<file path="src/rtl/stage_sequencer_pkg.sv">
// Shared state encodings and default stage indices for the stage sequencer.
package stage_sequencer_pkg;

  typedef enum logic [1:0] {
    SeqIdle   = 2'd0,
    SeqRun    = 2'd1,
    SeqHalted = 2'd2
  } seq_state_e;

  localparam int unsigned STAGE_FETCH     = 0;
  localparam int unsigned STAGE_DECODE    = 1;
  localparam int unsigned STAGE_EXECUTE   = 2;
  localparam int unsigned STAGE_MEMORY    = 3;
  localparam int unsigned STAGE_WRITEBACK = 4;

endpackage

</file>
<file path="src/rtl/stage_next_finder.sv">
// Combinational priority search for the next non-skipped stage above the current one.
module stage_next_finder #(
  parameter int unsigned NUM_STAGES = 5,
  parameter int unsigned STAGE_W    = 3
) (
  input  logic [STAGE_W-1:0]    i_cur_stage,
  input  logic [NUM_STAGES-1:0] i_skip_mask,
  output logic [STAGE_W-1:0]    o_next_stage,
  output logic                  o_wrap
);

  // Descending scan so the lowest qualifying index is the last one written.
  always_comb begin
    o_next_stage = '0;
    o_wrap       = 1'b1;
    for (int j = int'(NUM_STAGES) - 1; j >= 0; j--) begin
      if ((j > int'(i_cur_stage)) && !i_skip_mask[j]) begin
        o_next_stage = STAGE_W'(j);
        o_wrap       = 1'b0;
      end
    end
  end

endmodule

</file>
<file path="src/rtl/stage_sequencer.sv">
// Multi-cycle CPU stage sequencer with skip mask, halt/resume and wrap strobe.
// Optional perf counters are enabled by defining STAGE_PERF_CNT_EN.
module stage_sequencer
  import stage_sequencer_pkg::*;
#(
  parameter int unsigned NUM_STAGES   = STAGE_WRITEBACK + 1,
  parameter int unsigned STAGE_W      = 3,
  parameter int unsigned FETCH_STAGE  = STAGE_FETCH,
  parameter int unsigned MEMORY_STAGE = STAGE_MEMORY
) (
  input  logic                  clk,
  input  logic                  rst,
  input  logic                  blocked,
  input  logic [NUM_STAGES-1:0] skip_mask,
  input  logic                  halt,
  output logic [STAGE_W-1:0]    out,
  output logic [NUM_STAGES-1:0] stage_onehot,
  output logic                  start_fetch,
  output logic                  start_memory,
  output logic                  cycle_done,
  output logic                  running,
  output logic [31:0]           stall_count,
  output logic [31:0]           instr_count
);

  localparam logic [STAGE_W-1:0]    FETCH_IDX = STAGE_W'(FETCH_STAGE);
  localparam logic [STAGE_W-1:0]    MEM_IDX   = STAGE_W'(MEMORY_STAGE);
  localparam logic [NUM_STAGES-1:0] FETCH_BIT = NUM_STAGES'(1) << FETCH_STAGE;

  seq_state_e            r_state, w_state_d;
  logic [STAGE_W-1:0]    r_out, w_out_d, w_next;
  logic [NUM_STAGES-1:0] r_onehot, w_onehot_d, w_skip_eff;
  logic                  r_start_fetch, w_start_fetch_d;
  logic                  r_start_memory, w_start_memory_d;
  logic                  r_cycle_done, w_cycle_done_d;
  logic                  r_running, w_running_d;
  logic                  w_wrap, w_illegal, w_enter;

  // The fetch stage can never be skipped.
  assign w_skip_eff = skip_mask & ~FETCH_BIT;
  assign w_illegal  = 32'(r_out) >= NUM_STAGES;

  stage_next_finder #(
    .NUM_STAGES (NUM_STAGES),
    .STAGE_W    (STAGE_W)
  ) u_next_finder (
    .i_cur_stage  (r_out),
    .i_skip_mask  (w_skip_eff),
    .o_next_stage (w_next),
    .o_wrap       (w_wrap)
  );

  always_comb begin
    w_state_d      = r_state;
    w_out_d        = r_out;
    w_enter        = 1'b0;
    w_cycle_done_d = 1'b0;
    case (r_state)
      SeqIdle: begin
        w_state_d = SeqRun;
        w_out_d   = FETCH_IDX;
        w_enter   = 1'b1;
      end
      SeqRun: begin
        if (w_illegal) begin
          w_out_d = FETCH_IDX;
          w_enter = 1'b1;
        end else if (!blocked) begin
          w_enter = 1'b1;
          if (w_wrap) begin
            w_out_d        = FETCH_IDX;
            w_cycle_done_d = 1'b1;
            // Halt only takes effect at an instruction boundary.
            if (halt) begin
              w_state_d = SeqHalted;
              w_enter   = 1'b0;
            end
          end else begin
            w_out_d = w_next;
          end
        end
      end
      SeqHalted: begin
        w_out_d = FETCH_IDX;
        if (!halt) begin
          w_state_d = SeqRun;
          w_enter   = 1'b1;
        end
      end
      default: begin
        w_state_d = SeqIdle;
        w_out_d   = FETCH_IDX;
      end
    endcase
    w_start_fetch_d  = w_enter && (w_out_d == FETCH_IDX);
    w_start_memory_d = w_enter && (w_out_d == MEM_IDX);
    w_running_d      = (w_state_d == SeqRun);
    w_onehot_d       = w_running_d ? (NUM_STAGES'(1) << w_out_d) : '0;
  end

  always_ff @(posedge clk or negedge rst) begin
    if (!rst) begin
      r_state        <= SeqIdle;
      r_out          <= '0;
      r_onehot       <= '0;
      r_start_fetch  <= 1'b0;
      r_start_memory <= 1'b0;
      r_cycle_done   <= 1'b0;
      r_running      <= 1'b0;
    end else begin
      r_state        <= w_state_d;
      r_out          <= w_out_d;
      r_onehot       <= w_onehot_d;
      r_start_fetch  <= w_start_fetch_d;
      r_start_memory <= w_start_memory_d;
      r_cycle_done   <= w_cycle_done_d;
      r_running      <= w_running_d;
    end
  end

  assign out          = r_out;
  assign stage_onehot = r_onehot;
  assign start_fetch  = r_start_fetch;
  assign start_memory = r_start_memory;
  assign cycle_done   = r_cycle_done;
  assign running      = r_running;

`ifdef STAGE_PERF_CNT_EN
  logic [31:0] r_stall_count, r_instr_count;

  always_ff @(posedge clk or negedge rst) begin
    if (!rst) begin
      r_stall_count <= '0;
      r_instr_count <= '0;
    end else begin
      if ((r_state == SeqRun) && blocked) r_stall_count <= r_stall_count + 32'd1;
      if (w_cycle_done_d)                 r_instr_count <= r_instr_count + 32'd1;
    end
  end

  assign stall_count = r_stall_count;
  assign instr_count = r_instr_count;
`else
  assign stall_count = '0;
  assign instr_count = '0;
`endif

endmodule

</file>
<file path="config.mk">
export PLATFORM = sky130hd
export DESIGN_NAME = stage_sequencer
export DESIGN_NICKNAME = d
export VERILOG_FILES = /design/src/rtl/stage_sequencer_pkg.sv /design/src/rtl/stage_next_finder.sv /design/src/rtl/stage_sequencer.sv
export SDC_FILE = /design/constraint.sdc
export NUM_CORES = 1
export LEC_CHECK = 0
export ABC_AREA = 1
export ABC_CLOCK_PERIOD_IN_PS = 2170
export CAP_MARGIN = 10
export CORE_MARGIN = 2
export CORE_UTILIZATION = 35
export CTS_BUF_LIST = sky130_fd_sc_hd__clkbuf_2
export DETAILED_ROUTE_END_ITERATION = 16
export PLACE_DENSITY = 0.86
export SYNTH_ARGS = -nofsm -noshare
export SYNTH_HDL_FRONTEND = slang
export SYNTH_HIERARCHICAL = 1
export SYNTH_SLANG_ARGS = --single-unit
</file>
<file path="constraint.sdc">
create_clock -name clk -period 2.17 [get_ports clk]
set_clock_uncertainty 0.15 [all_clocks]
set_input_delay 0.434 -clock clk [delete_from_list [all_inputs] [get_ports clk]]
set_output_delay 0.434 -clock clk [all_outputs]
set_load 0.005 [all_outputs]
</file>
==> flow_summary.yaml, run 1 <==
cts:
  htreeDepth: 1
  insertion_delay_ps: 260
  cts_hold_buffers: 0
  clkSlewWorstSetupHoldPaths_ps: 110
  root_buffer: "clkbuf_2"
  post_cts_buffers: 0
  cts_tree: "built"
  cts-resized-gates: 0
  clk_path_buf_depth: 2
  clkSinkCount: 14
  numCtsBuffers: 3
final_layout:
  n_antenna_cell: 0
  fin_area_um2: 1170
  drive_gt1_frac: 0.101
  final_cell_mix: "conb_1, nand2_1, clkdlybuf4s50_1"
  area.growth.synth_to_final_pct: 2.07
  mostFrequentLayoutCell: "conb_1"
  fillCellCount: 321
  post-route-util: 0.380
  nets: 179
drt:
  num_vias: 726
  routedWlPerCell_um: 7.48
  via_per_inst: 3.42
  first_pass_iters: 4
  drc: 0
  postRouteWirelength_mm: 1.59
  first_iter_violations: 20
  antenna_left: 0
critical_path:
  reg2regPathDepth: 9
  crit_type: "flip-flop to output pin"
  max_stage_delay_ps: 550
  start_kind: "flip-flop"
  cp-end-kind: "output pin"
  r2r_setup_slack_ps: 420
  reg2reg_from: "out[2]"
  path_cells: "clkdlybuf4s50_1"
  crit_slowest_cell: "clkdlybuf4s50_1"
  arrival_ps: 1290
  rr_endpoint: "stage_onehot[0]"
  cp_max_fo: 7
  crit_required_ps: 1590
  critPathBufInv: 1
  cp_top_family: "buffers and inverters"
placed_design:
  dp_worst_setup_slack_ps: 39.2
  place_area_um2: 1150
  gp_congestion: 0.778
  port_buffers: 19
  dp_hpwl_mm: 1.37
die:
  die_w_um: 61.2
  die_area_um2: 3750
  dieHeight_um: 61.2
  start_util: 0.372
  io_pins: 85
  core_area_um2: 3080
  row_count: 20
synthesis:
  ys_types: 19
  yosys_warnings: 6
  ys_seq_area_frac: 0.306
  syn_area_per_cell_um2: 7.85
  netlist_instances: 146
  syn_area_um2: 1150
  synth-seq-cells: 14
sta:
  rsz0062_at_grt: "no"
  slew_headroom: 0.613
  maxSlewViolCount: 0
  hold_viol_final: 0
  post-route-period-util: 0.864
  fin_ws_ps: 294
  tightest_slew_ps: 579
  timing.fmax_mhz: 533
  setup-tns-final_ps: 0
  layout_min_cycle_time_ps: 1880
  setup_violations: 0
pwr:
  finalPower_mw: 0.985
  p_per_area_nw_per_um2: 842
  vdd_drop_max_mv: 0.198
  cellLeakagePower_nw: 0.667
global_routing:
  grtUsageTotal: 0.0825
  grt_pass1_wl_mm: 2.26
  grt_overflow: 0
  grt_max_degree: 15
  grt_pass1_vias: 569
  antenna_found_initial: 0
status:
  status: "completed"
hold_path:
  hp-class: "input pin to asynchronous set/reset pin"
flow_run:
  maxCapViolCount: 0
-- cells in the mapped netlist (all sizes together) --
library cell,n,area [um^2]
nor2,16,75.1
buf,64,480
nand3,2,10.0
a21oi,3,15.0
o22ai,1,6.26
nor3,2,15.0
o21ai,2,10.0
inv,12,45.0
dfrtp,14,350
nand2,27,121
conb,1,3.75
nor4b,1,8.76
clkinv,1,5.00
-- state kept, by name, summed over array words and instances (netlist names) --
signal,cells
out,3
cycle_done,1
start_fetch,1
stage_onehot,5
running,1
r_state,2
start_memory,1
-- per-layer routing --
layer  global-route usage  wire (um)
met5                    0          0
met4               0.0280         27
met3               0.0378        186
met2                0.150        816
met1               0.0825        555
-- kinds of logic (layout without fill, tap and decap cells) --
kind of cell           count (synthesis)  in the layout  synth area share
flip-flops                            14             14             0.306
AO/OA/AOI/OAI                          6              6            0.0273
buffers and inverters                 77             36             0.463
AND/OR/NAND/NOR                       48             48             0.201
other                                  1             64           0.00327
-- how the worst max path moves through the flow --
| stage | start | depth (start not counted) | end | slack, ps |
|---|---|---|---|---|
| floorplan | out[2] | 9 | stage_onehot[0] | 610 |
| global placement | skip_mask[3] | 10 | stage_onehot[0] | 70 |
| detailed placement | skip_mask[3] | 10 | stage_onehot[0] | 40 |
| CTS | out[2] | 1 | out[2] | 270 |
| global route | out[2] | 1 | out[2] | 200 |
| finish | out[2] | 1 | out[2] | 290 |
-- per-stage QoR --
stage / cells / hold WS [ps]
after global routing: 212 / 391
after floorplan: 209 / -11.6
after detailed placement: 209 / 372
after global placement: 209 / 328
final: 212 / 380
after CTS: 212 / 382
-- final cells by class --
| cell class | instances | area (um^2) | area share |
|---|---|---|---|
| Sequential cell | 14 | 350 | 0.299 |
| Clock buffer | 3 | 15.0 | 0.0128 |
| Timing Repair Buffer | 20 | 198 | 0.169 |
| Inverter | 13 | 50.0 | 0.0428 |
| Tap cell | 44 | 55.1 | 0.0471 |
| Multi-Input combinational cell | 118 | 502 | 0.429 |
-- report_power, final --
part | internal, mW | total, mW | switching (mW)
Sequential | 0.337 | 0.390 | 0.0534
Combinational | 0.235 | 0.488 | 0.254
Clock | 0.0377 | 0.107 | 0.0691
Total | 0.609 | 0.985 | 0.376
Power figures use the tool's default switching activity.
==> inputs of run 2 (changes only) <==
--- a/config.mk
+++ b/config.mk
@@ -7,12 +7,14 @@
 export LEC_CHECK = 0
 export ABC_AREA = 1
 export ABC_CLOCK_PERIOD_IN_PS = 2170
-export CAP_MARGIN = 10
+export CAP_MARGIN = 20
+export CELL_PAD_IN_SITES_DETAIL_PLACEMENT = 0
+export CELL_PAD_IN_SITES_GLOBAL_PLACEMENT = 2
 export CORE_MARGIN = 2
-export CORE_UTILIZATION = 35
+export CORE_UTILIZATION = 17
 export CTS_BUF_LIST = sky130_fd_sc_hd__clkbuf_2
 export DETAILED_ROUTE_END_ITERATION = 16
-export PLACE_DENSITY = 0.86
+export PLACE_DENSITY = 0.85
 export SYNTH_ARGS = -nofsm -noshare
 export SYNTH_HDL_FRONTEND = slang
 export SYNTH_HIERARCHICAL = 1
==> run 2 against run 1 <==
  * Non-clock buffer count is 1 higher
  * Wire length is 16% higher
  * Design area up 4.5%
  * Via count increased by 1.1%
  * Global-route usage fell by 3.3 points
  * Clock-buffer cell count stayed put
  * Register-to-register slack got worse by 50 ps
  * Hold slack got worse by 18 ps
  * Clock power grew 16%
  * Flip-flop and latch count unchanged
  * Critical path type unchanged
  * Highest routed layer is now met3
==> flow_summary.yaml, run 2 (synthesis results as in run 1) <==
global_routing:
  grt_pass1_vias: 643
  antenna_found_initial: 0
  use_met2: 0.0909
  grtUsageTotal: 0.0496
  top_usage_layer: "met2"
  grt_overflow: 0
  met1_usage: 0.0538
  grt_use_met3: 0.00866
  grt_max_degree: 15
  grt_pass1_wl_mm: 2.93
cts:
  cts_tree: "built"
  htreeDepth: 1
  numCtsBuffers: 3
  clkSlewWorstSetupHoldPaths_ps: 140
  root_buffer: "clkbuf_2"
  clkSinkCount: 14
  post_cts_buffers: 0
  clk_path_buf_depth: 2
  insertion_delay_ps: 270
  cts-resized-gates: 0
  cts_hold_buffers: 0
final_layout:
  largest_register_ffs: 5
  post-route-util: 0.190
  nets: 180
  drive_gt1_frac: 0.106
  area.growth.synth_to_final_pct: 6.66
  final_cell_mix: "conb_1, nand2_1, clkdlybuf4s50_1"
  n_antenna_cell: 0
  mostFrequentLayoutCell: "conb_1"
pwr:
  p_per_area_nw_per_um2: 835
  vdd_drop_max_mv: 0.142
  p_sw_mw: 0.402
  finalPower_mw: 1.02
  internal-power_mw: 0.619
  cellLeakagePower_nw: 0.673
  combPwrFrac: 0.495
  power_frac_seq: 0.384
  swShare: 0.394
  pwr-share-clk: 0.121
critical_path:
  max_stage_delay_ps: 550
  path_cells: "clkdlybuf4s50_1"
  arrival_ps: 1320
  crit_type: "flip-flop to output pin"
  start_kind: "flip-flop"
  crit_slowest_cell: "clkdlybuf4s50_1"
  cp_top_family: "buffers and inverters"
  crit_required_ps: 1590
  cp_max_fo: 7
  critPathBufInv: 1
  cp-end-kind: "output pin"
sta:
  setup-tns-final_ps: 0
  hold_slack_ps: 362
  timing.fmax_mhz: 525
  fin_ws_ps: 265
  layout_min_cycle_time_ps: 1910
  slew_headroom: 0.584
  maxSlewViolCount: 0
  post-route-period-util: 0.878
  setup_violations: 0
  tightest_slew_ps: 622
  hold_viol_final: 0
  rsz0062_at_grt: "no"
placed_design:
  gp_congestion: 0.688
  dp_hpwl_mm: 1.54
  port_buffers: 19
  dp_worst_setup_slack_ps: -3.68
hold_path:
  hp-class: "flip-flop to flip-flop"
die:
  start_util: 0.178
  io_pins: 85
  die_w_um: 86.1
  row_count: 29
  core_area_um2: 6420
  dieHeight_um: 86.1
  die_area_um2: 7410
drt:
  first_iter_violations: 50
  postRouteWirelength_mm: 1.84
  drc: 0
  routedWlPerCell_um: 7.44
  via_per_inst: 2.97
  antenna_left: 0
  first_pass_iters: 2
  num_vias: 734
flow_run:
  maxCapViolCount: 0
status:
  status: "completed"
==> run 2: final cells by class <==
type	instances	area, um^2
Sequential cell	14	350
Multi-Input combinational cell	118	502
Tap cell	77	96.3
Inverter	13	50.0
Clock buffer	3	15.0
Fill cell	721	5200
Timing Repair Buffer	21	205
Clock inverter	1	3.75
==> run 2: power by group through the flow <==
stage               clock, mW  combinational (mW)  sequential [mW]
finish                  0.124               0.505            0.392
global route            0.140               0.576            0.408
CTS                     0.139               0.511            0.397
detailed placement          0               0.507            0.401
global placement            0               0.503            0.403
floorplan                   0               0.350            0.395
==> run 2: worst paths after layout <==
path / startpoint / to / slack, ps / cells past startpoint
hold reg to reg: r_state[0] / r_state[1] / 360 / 1
setup reg to reg: out[2] / stage_onehot[0] / 370 / 9
setup / recovery: out[2] / out[2] / 260 / 1
min in group asynchronous: rst / start_memory / 380 / 1
hold / removal: r_state[0] / r_state[1] / 360 / 1
max in group asynchronous: rst / stage_onehot[1] / 1090 / 1
==> run 2: metrics by stage <==
| step | instance area (um^2) | std cells |
|---|---|---|
| after CTS | 1220 | 247 |
| after floorplan | 1380 | 209 |
| after detailed placement | 1200 | 243 |
| after global routing | 1220 | 247 |
| final | 1220 | 247 |
| after global placement | 1200 | 243 |
==> run 2: layer usage <==
layer | up-vias | share of wire
li1 | 358 | -
met1 | 331 | 0.37
met2 | 45 | 0.53
met3 | 0 | 0.095
met4 | 0 | 0
met5 | - | 0
